<file path="src/rtl/ap1000_irq_pkg.sv">
// rtl/ap1000_irq_pkg.sv - source map, sizing defaults and FSM encoding for the AP1000 interrupt arbiter
package ap1000_irq_pkg;

  localparam int IRQ_NUM_SRC = 11;
  localparam int IRQ_VEC_W   = 4;

  localparam int IRQ_SRC_SYSACE = 0;
  localparam int IRQ_SRC_PMC_A  = 1;
  localparam int IRQ_SRC_PMC_B  = 2;
  localparam int IRQ_SRC_PMC_C  = 3;
  localparam int IRQ_SRC_PMC_D  = 4;
  localparam int IRQ_SRC_PS2_0  = 5;
  localparam int IRQ_SRC_PS2_1  = 6;
  localparam int IRQ_SRC_PS2_2  = 7;
  localparam int IRQ_SRC_PS2_3  = 8;
  localparam int IRQ_SRC_PS2_4  = 9;
  localparam int IRQ_SRC_PS2_5  = 10;

  typedef enum logic [1:0] {
    ST_IDLE    = 2'd0,
    ST_PRESENT = 2'd1,
    ST_GAP     = 2'd2
  } irq_state_e;

  // Single conditional subtract is enough: callers never pass idx >= 2*n.
  function automatic int wrap_idx(input int idx, input int n);
    return (idx >= n) ? idx - n : idx;
  endfunction

endpackage

</file>
<file path="src/rtl/ap1000_irq_sync_edge.sv">
// rtl/ap1000_irq_sync_edge.sv - per-line 2-FF synchroniser, polarity normalise, edge/level qualify
module ap1000_irq_sync_edge #(
  parameter bit ACTIVE_LOW = 1'b0,
  parameter bit EDGE       = 1'b0
) (
  input  logic Clk,
  input  logic Rst,
  input  logic i_raw,
  output logic o_qual
);

  logic r_s1;
  logic r_s2;
  logic w_act;

  // Reset to the inactive raw level so leaving reset never looks like an edge.
  always_ff @(posedge Clk) begin
    if (Rst) begin
      r_s1 <= ACTIVE_LOW;
      r_s2 <= ACTIVE_LOW;
    end else begin
      r_s1 <= i_raw;
      r_s2 <= r_s1;
    end
  end

  assign w_act = r_s2 ^ ACTIVE_LOW;

  generate
    if (EDGE) begin : g_edge
      logic r_act_d;
      always_ff @(posedge Clk) begin
        if (Rst) r_act_d <= 1'b0;
        else     r_act_d <= w_act;
      end
      assign o_qual = w_act & ~r_act_d;
    end else begin : g_level
      assign o_qual = w_act;
    end
  endgenerate

endmodule

</file>
<file path="src/rtl/ap1000_irq_arbiter.sv">
// rtl/ap1000_irq_arbiter.sv - board interrupt pending/enable/arbitrate/present with ack handshake
// Optional rotating priority when AP1000_IRQ_ROUND_ROBIN_EN is defined; fixed lowest-index otherwise.
module ap1000_irq_arbiter
  import ap1000_irq_pkg::*;
#(
  parameter int                 NUM_SRC         = IRQ_NUM_SRC,
  parameter int                 VEC_W           = IRQ_VEC_W,
  parameter logic [NUM_SRC-1:0] ACTIVE_LOW_MASK = 11'h7FE,
  parameter logic [NUM_SRC-1:0] EDGE_MASK       = 11'h001,
  parameter logic [NUM_SRC-1:0] ENABLE_INIT     = 11'h000
) (
  input  logic               Clk,
  input  logic               Rst,
  input  logic [NUM_SRC-1:0] Irq_in,
  input  logic               Enable_wr,
  input  logic [NUM_SRC-1:0] Enable_data,
  output logic [NUM_SRC-1:0] Enable_q,
  output logic [NUM_SRC-1:0] Pending,
  output logic               Irq_req,
  output logic [VEC_W-1:0]   Irq_vec,
  input  logic               Irq_ack
);

  logic [NUM_SRC-1:0] w_qual;
  logic [NUM_SRC-1:0] w_elig;
  logic [NUM_SRC-1:0] w_clr;
  logic [NUM_SRC-1:0] r_pending;
  logic [NUM_SRC-1:0] r_enable;
  logic [VEC_W-1:0]   r_vec;
  logic [VEC_W-1:0]   w_win;
  logic               w_any;
  logic               w_ack;
  logic               w_irq_req;
  irq_state_e         r_state;
  irq_state_e         w_state_nxt;

  generate
    for (genvar g = 0; g < NUM_SRC; g++) begin : g_src
      ap1000_irq_sync_edge #(
        .ACTIVE_LOW (ACTIVE_LOW_MASK[g]),
        .EDGE       (EDGE_MASK[g])
      ) u_sync (
        .Clk    (Clk),
        .Rst    (Rst),
        .i_raw  (Irq_in[g]),
        .o_qual (w_qual[g])
      );
    end
  endgenerate

  assign w_ack = (r_state == ST_PRESENT) && Irq_ack;
  assign w_clr = w_ack ? (NUM_SRC'(1) << r_vec) : '0;

  // Level bits track w_qual directly; edge bits are sticky and a same-cycle set beats the ack clear.
  always_ff @(posedge Clk) begin
    if (Rst) begin
      r_pending <= '0;
      r_enable  <= ENABLE_INIT;
    end else begin
      r_pending <= w_qual | (r_pending & EDGE_MASK & ~w_clr);
      if (Enable_wr) r_enable <= Enable_data;
    end
  end

  assign w_elig = r_pending & r_enable;
  assign w_any  = |w_elig;

`ifdef AP1000_IRQ_ROUND_ROBIN_EN
  logic [VEC_W-1:0] r_ptr;

  always_ff @(posedge Clk) begin
    if (Rst)        r_ptr <= '0;
    else if (w_ack) r_ptr <= VEC_W'(wrap_idx(int'(r_vec) + 1, NUM_SRC));
  end

  always_comb begin
    w_win = '0;
    for (int k = NUM_SRC - 1; k >= 0; k--) begin
      if (w_elig[wrap_idx(int'(r_ptr) + k, NUM_SRC)])
        w_win = VEC_W'(wrap_idx(int'(r_ptr) + k, NUM_SRC));
    end
  end
`else
  always_comb begin
    w_win = '0;
    for (int i = NUM_SRC - 1; i >= 0; i--) begin
      if (w_elig[i]) w_win = VEC_W'(i);
    end
  end
`endif

  always_ff @(posedge Clk) begin
    if (Rst) r_state <= ST_IDLE;
    else     r_state <= w_state_nxt;
  end

  always_comb begin
    w_state_nxt = r_state;
    case (r_state)
      ST_IDLE:    if (w_any) w_state_nxt = ST_PRESENT;
      ST_PRESENT: if (Irq_ack) w_state_nxt = ST_GAP;
      ST_GAP:     w_state_nxt = ST_IDLE;
      default:    w_state_nxt = ST_IDLE;
    endcase
  end

  always_comb begin
    w_irq_req = (r_state == ST_PRESENT);
  end

  always_ff @(posedge Clk) begin
    if (Rst)                            r_vec <= '0;
    else if (r_state == ST_IDLE && w_any) r_vec <= w_win;
  end

  assign Irq_req  = w_irq_req;
  assign Irq_vec  = r_vec;
  assign Pending  = r_pending;
  assign Enable_q = r_enable;

endmodule

</file>
<file path="config.mk">
export PLATFORM = sky130hd
export DESIGN_NAME = ap1000_irq_arbiter
export DESIGN_NICKNAME = d
export VERILOG_FILES = /design/src/rtl/ap1000_irq_pkg.sv /design/src/rtl/ap1000_irq_sync_edge.sv /design/src/rtl/ap1000_irq_arbiter.sv
export SDC_FILE = /design/constraint.sdc
export NUM_CORES = 1
export LEC_CHECK = 0
export CORE_UTILIZATION = 45
export CTS_CLUSTER_DIAMETER = 30
export CTS_CLUSTER_SIZE = 8
export DETAILED_ROUTE_END_ITERATION = 8
export MAX_ROUTING_LAYER = met4
export PLACE_DENSITY = 0.89
export SYNTH_ARGS = -nofsm -noshare
export SYNTH_HDL_FRONTEND = slang
export SYNTH_SLANG_ARGS = --single-unit
</file>
<file path="constraint.sdc">
create_clock -name Clk -period 1.7 [get_ports Clk]
set_clock_uncertainty 0.1 [all_clocks]
set_input_delay 0.17 -clock Clk [delete_from_list [all_inputs] [get_ports Clk]]
set_output_delay 0.17 -clock Clk [all_outputs]
set_load 0.02 [all_outputs]
</file>
-- Yosys cells after proc, flatten, opt, wreduce, memory -nomap -nowiden
Cells that the tools add are included.
- bits in registers: 51
- logic and storage cells: 67
- output and inout bits: 27
- input port bits: 26
- eq/ne operators: 3
- reduce and logical (&&, ||, !) cells: 5
- shift operators: 1
- mux-type cells: 15
- bitwise logic cells: 16
- operators with widths (cell ; number):
    two-way mux 4 bit ; 11
    AND 1 x 11 -> 11 bit ; 1
    AND 11 bit ; 1
    two-way mux 11 bit ; 1
    inverter 1 bit ; 11
    inverter 11 bit ; 1
    bitwise OR 11 bit ; 1
    OR reduction 11 bit ; 1
    left shift 1 x 4 -> 11 bit, first input constant ; 1
    two-way mux 2 bit ; 2
    one-hot mux 2 bit (2 select lines) ; 1
    == test 2 x 1 -> 1 bit, second input constant ; 1
    logical AND 1 bit ; 2
    logical NOT 2 bit ; 1
    inequality test 2 x 1 -> 1 bit, second input constant ; 1
    inequality test 2 bit, second input constant ; 1
    AND reduction 2 bit ; 1
    AND 1 bit ; 1

-- Longest topological paths before layout
- word-level depth: 12
- mapped depth: 5
- gate-level depth less buffers: 5

-- Modules after synthesis
Synthesis repeated with hierarchy kept, for this count alone.
- cell total of the unflattened synthesis: 167
- area total of the unflattened synthesis: 1714.1 um^2
- modules (own cells, without submodules) (module ; cells an instance ; area each (um^2) ; seq. area each (um^2) ; instances):
    ap1000_irq_arbiter ; 110 ; 1063.5 ; 560.5 ; 1
    ap1000_irq_sync_edge at g_src[10].u_sync ... ; 5 ; 56.3 ; 40.0 ; 10
    ap1000_irq_sync_edge at g_src[0].u_sync ; 7 ; 87.6 ; 60.1 ; 1

-- Worst setup path after synthesis
OpenSTA, ideal clock, no wires.
- path kind: flip-flop to flip-flop
- start point: reg r_pending[3], in the netlist Pending[3]
- end point: reg r_vec[1], in the netlist Irq_vec[1]
- cell stages (with the launch flop): 6
- setup slack: 0.355 ns
- data arrival time: 1.158 ns
- required time: 1.513 ns
- setup time: 0.087 ns
- clock period less this slack: 1.345 ns
- buffers on the path: 0
- cells stage by stage: dfxtp_1 a22oi_2 nand3_2 o31ai_4 nand3b_1 o31ai_1
- cells in the longest elaborated chain, start to end: 5
- elaborated cells between the ends (all ways): 7
- those cells by class: mux (4); bitwise (1); reduce/logical (2)
- ends and longest elaborated chain (item ; line ; source):
    start: declaration ; ap1000_irq_arbiter.sv:27 ; logic [NUM_SRC-1:0] r_pending;
    start signal: assignment ; ap1000_irq_arbiter.sv:60 ; r_pending <= w_qual | (r_pending & EDGE_MASK & ~w_clr);
    AND 11 bit (*) ; ap1000_irq_arbiter.sv:65 ; assign w_elig = r_pending & r_enable;
    two-way mux 4 bit (4 in series) ; ap1000_irq_arbiter.sv:87 ; if (w_elig[i]) w_win = VEC_W'(i);
    end signal: assignment ; ap1000_irq_arbiter.sv:113 ; else if (r_state == ST_IDLE && w_any) r_vec <= w_win;
    end: declaration ; ap1000_irq_arbiter.sv:29 ; logic [VEC_W-1:0] r_vec;
Mark *: on every way between the ends. The rest lies on a longest branch, timed or not.
A chain may end at the register's enable or synchronous reset.

-- Worst setup path after layout
- start point: reg r_enable[2], in the netlist Enable_q[2]
- end point: out Enable_q[2]
- RTL lines (item ; line ; source):
    start: declaration ; ap1000_irq_arbiter.sv:28 ; logic [NUM_SRC-1:0] r_enable;
    start signal: assignment ; ap1000_irq_arbiter.sv:61 ; if (Enable_wr) r_enable <= Enable_data;
    end: declaration ; ap1000_irq_arbiter.sv:17 ; output logic [NUM_SRC-1:0] Enable_q,
No word-level cell between the ends.

==> qor.yml <==
sta:
  slew_headroom_pct: 71.4
  min_period_ns: 1.65
  slew_viol_final: 0
  timing.fmax_ghz: 0.606
  hold_viol_final: 0
  rsz0062_at_grt: "false"
  fin_setup_tns_ns: 0
  tightest_slew_ns: 0.428
  fin_crit_sh_pct: 97.0
  setup-violations-final: 0
layout:
  syn_to_final_growth_pct: 43.4
  layout-drive-gt1-share_pct: 15.4
  multi_input_area_um2: 609
  final_nets: 239
  n_fill_cell: 251
  num_antenna_cells: 0
  regArea_um2: 1020
  final_area_um2: 2380
critical_path:
  regToRegSetupSlack_ns: 0.26
  cp.required_ns: 1.43
  crit_path_cell_trace: "clkdlybuf4s50_1"
  critical_path.slowest_cell: "clkdlybuf4s50_1"
  crit_path_max_incr_delay_ns: 0.65
  path_buf_inv: 1
  path_max_fanout: 5
  cp-start-kind: "flop"
  worst-r2r-cell-count: 5
  r2r-end: "Irq_vec[1]"
  cp-end-kind: "output port"
  critical_path.top_delay_family: "buffers and inverters"
  cp_data_arrival_time_ns: 1.38
  crit-reg2reg-launch: "Enable_q[2]"
  worstSetupPathType: "flop to output port"
cts:
  cts_hold_buf: 0
  cts_root_buf: "clkbuf_8"
  cts_tree: "yes"
  cts.sinks: 51
  cts_buffers: 5
  post_cts_buffers: 0
  clkSlewWorstSetupHoldPaths_ns: 0.09
  clock_path_buffers: 2
  clk_latency_ns: 0.29
  ctsResizeCount: 1
  cts.htree.levels: 2
grt:
  gr-total-overflow: 0
  grt_pass1_wl_mm: 5.52
  antenna_found_initial: 0
  grt_max_degree: 53
  grt.total_usage_pct: 18.9
  grt_pass1_vias: 1226
power_and_ir_drop:
  leakage_nw: 0.971
  peakVddDrop_v: 0.000782
  p_per_area_nw_per_um2: 1050
route:
  antenna_left: 0
  firstDrtPassIters: 4
  wire_per_inst_um: 12.0
  num_vias: 1250
  drc: 0
  wl_mm: 3.12
  routed_via_density: 4.81
  drt-initial-drc-count: 68
synthesis:
  syn_area_per_cell_um2: 10.4
  synth_nets: 185
  syn_inst: 159
  synth-seq-area-share_pct: 61.6
  yosys_warnings: 0
  ys_types: 26
  synthTopCellsByArea: "dfxtp_1 62%, or2_2 7.5%, mux2i_1 6.6%"
  synth_area_leader_cell: "dfxtp_1"
  netlist.area_leader.share_pct: 61.6
  synth_area_um2: 1660
  ys_seq_elements: 51
hold_path:
  min_path_cells: 1
  holdPathEnd: "Pending[8]"
  min_from: "g_src[8].u_sync.r_s2"
  hold_path.class: "flop to flop"
place:
  portBuffers: 52
  dp_hpwl_mm: 2.24
  place_area_um2: 2240
  gp_congestion: 0.825
floorplan:
  die_y_um: 62.7
  start_util_pct: 48.2
  core_area_um2: 3440
  design.die.area_um2: 3930
  io_pins: 53
  die_x_um: 62.7
  rows: 21
job:
  cap_violations: 0
status:
  status: "completed"
cell families (layout without fill, tap and decap cells):
group                  after synthesis  in the layout  synth area share [%]
AND/OR/NAND/NOR                     71             71                  21.4
flip-flops                          51             51                  61.6
AO/OA/AOI/OAI                       19             19                  8.68
multiplexers                        11             11                  6.64
buffers and inverters                7             62                  1.66
flip-flops by register name (all words and copies together), names as in the netlist:
| signal | cells |
|---|---|
| g_src.u_sync.r_s1 | 11 |
| r_state | 2 |
| g_src.u_sync.g_edge.r_act_d | 1 |
| Irq_vec | 4 |
| Pending | 11 |
| Enable_q | 11 |
| g_src.u_sync.r_s2 | 11 |
Yosys cell counts:
master	instances
dfxtp_1	51
nor2_1	24
or2_2	20
nand2_1	13
mux2i_1	11
clkbuf_1	6
o21ai_0	5
a21oi_1	4
nor2b_1	4
a22oi_1	2
nand2b_1	2
nand3_1	2
nand3b_1	2
a21boi_0	1
a222oi_1	1
a22oi_2	1
a2bb2oi_1	1
a32oi_1	1
buf_2	1
nand3_2	1
nand4_1	1
nor3_1	1
o21a_1	1
o31ai_1	1
o31ai_4	1
or4_1	1
report_power, final:
group          total, mW  switching (mW)  internal (mW)
Clock              0.979           0.383          0.597
Sequential          1.28          0.0307           1.25
Combinational      0.249           0.105          0.144
per-layer routing:
layer,track usage (%),share of wire [%],up-vias
met1,20.0,41,578
li1,-,-,630
met2,31.3,51,36
met4,7.85,1.9,0
met5,-,0,-
met3,7.66,6.1,6
stage by stage:
| step | cells | setup slack (ns) | utilization [%] | hold slack (ns) | power (mW) |
|---|---|---|---|---|---|
| 2_1_floorplan | 159 | 0.355 | - | 0.174 | 1.42 |
| 3_3_place_gp | 252 | 0.308 | 65.0 | 0.269 | 1.55 |
| 3_5_place_dp | 252 | 0.281 | 65.0 | 0.271 | 1.55 |
| 4_1_cts | 260 | 0.0387 | 69.0 | 0.283 | 2.53 |
| 5_1_grt | 260 | 0.00589 | 69.1 | 0.291 | 2.61 |
| 6_report | 260 | 0.0507 | 69.1 | 0.281 | 2.50 |
layout by cell type, fill, tap and decap left out, types with 2 or more instances in the layout:
| cell | synthesis | final |
|---|---|---|
| dfxtp_1 | 51 | 51 |
| clkdlybuf4s50_1 | 0 | 50 |
| nor2_1 | 24 | 24 |
| or2_2 | 20 | 20 |
| nand2_1 | 13 | 13 |
| mux2i_1 | 11 | 11 |
| o21ai_0 | 5 | 5 |
| clkbuf_8 | 0 | 5 |
| nor2b_1 | 4 | 4 |
| a21oi_1 | 4 | 4 |
| nand3_1 | 2 | 2 |
| a22oi_1 | 2 | 2 |
| nand2b_1 | 2 | 2 |
| nand3b_1 | 2 | 2 |
| bufinv_16 | 0 | 2 |
worst max path at each step:
| stage | from | to | slack (ns) | depth (start not counted) |
|---|---|---|---|---|
| floorplan | Pending[3] | Irq_vec[1] | 0.35 | 5 |
| global placement | r_state[0] | Irq_req | 0.31 | 2 |
| detailed placement | Rst | Irq_vec[0] | 0.28 | 5 |
| CTS | Enable_q[2] | Enable_q[2] | 0.04 | 1 |
| global route | Enable_q[2] | Enable_q[2] | 0.006 | 1 |
| finish | Enable_q[2] | Enable_q[2] | 0.05 | 1 |
final cells by class:
class	count	share of cell area (%)
flip-flops and latches	51	42.9
multi-input cells	101	25.6
repair buffers	54	23.1
clock inverters	3	3.00
clock buffers	5	2.89
well taps	46	2.42
(Power assumes the default switching activity.)
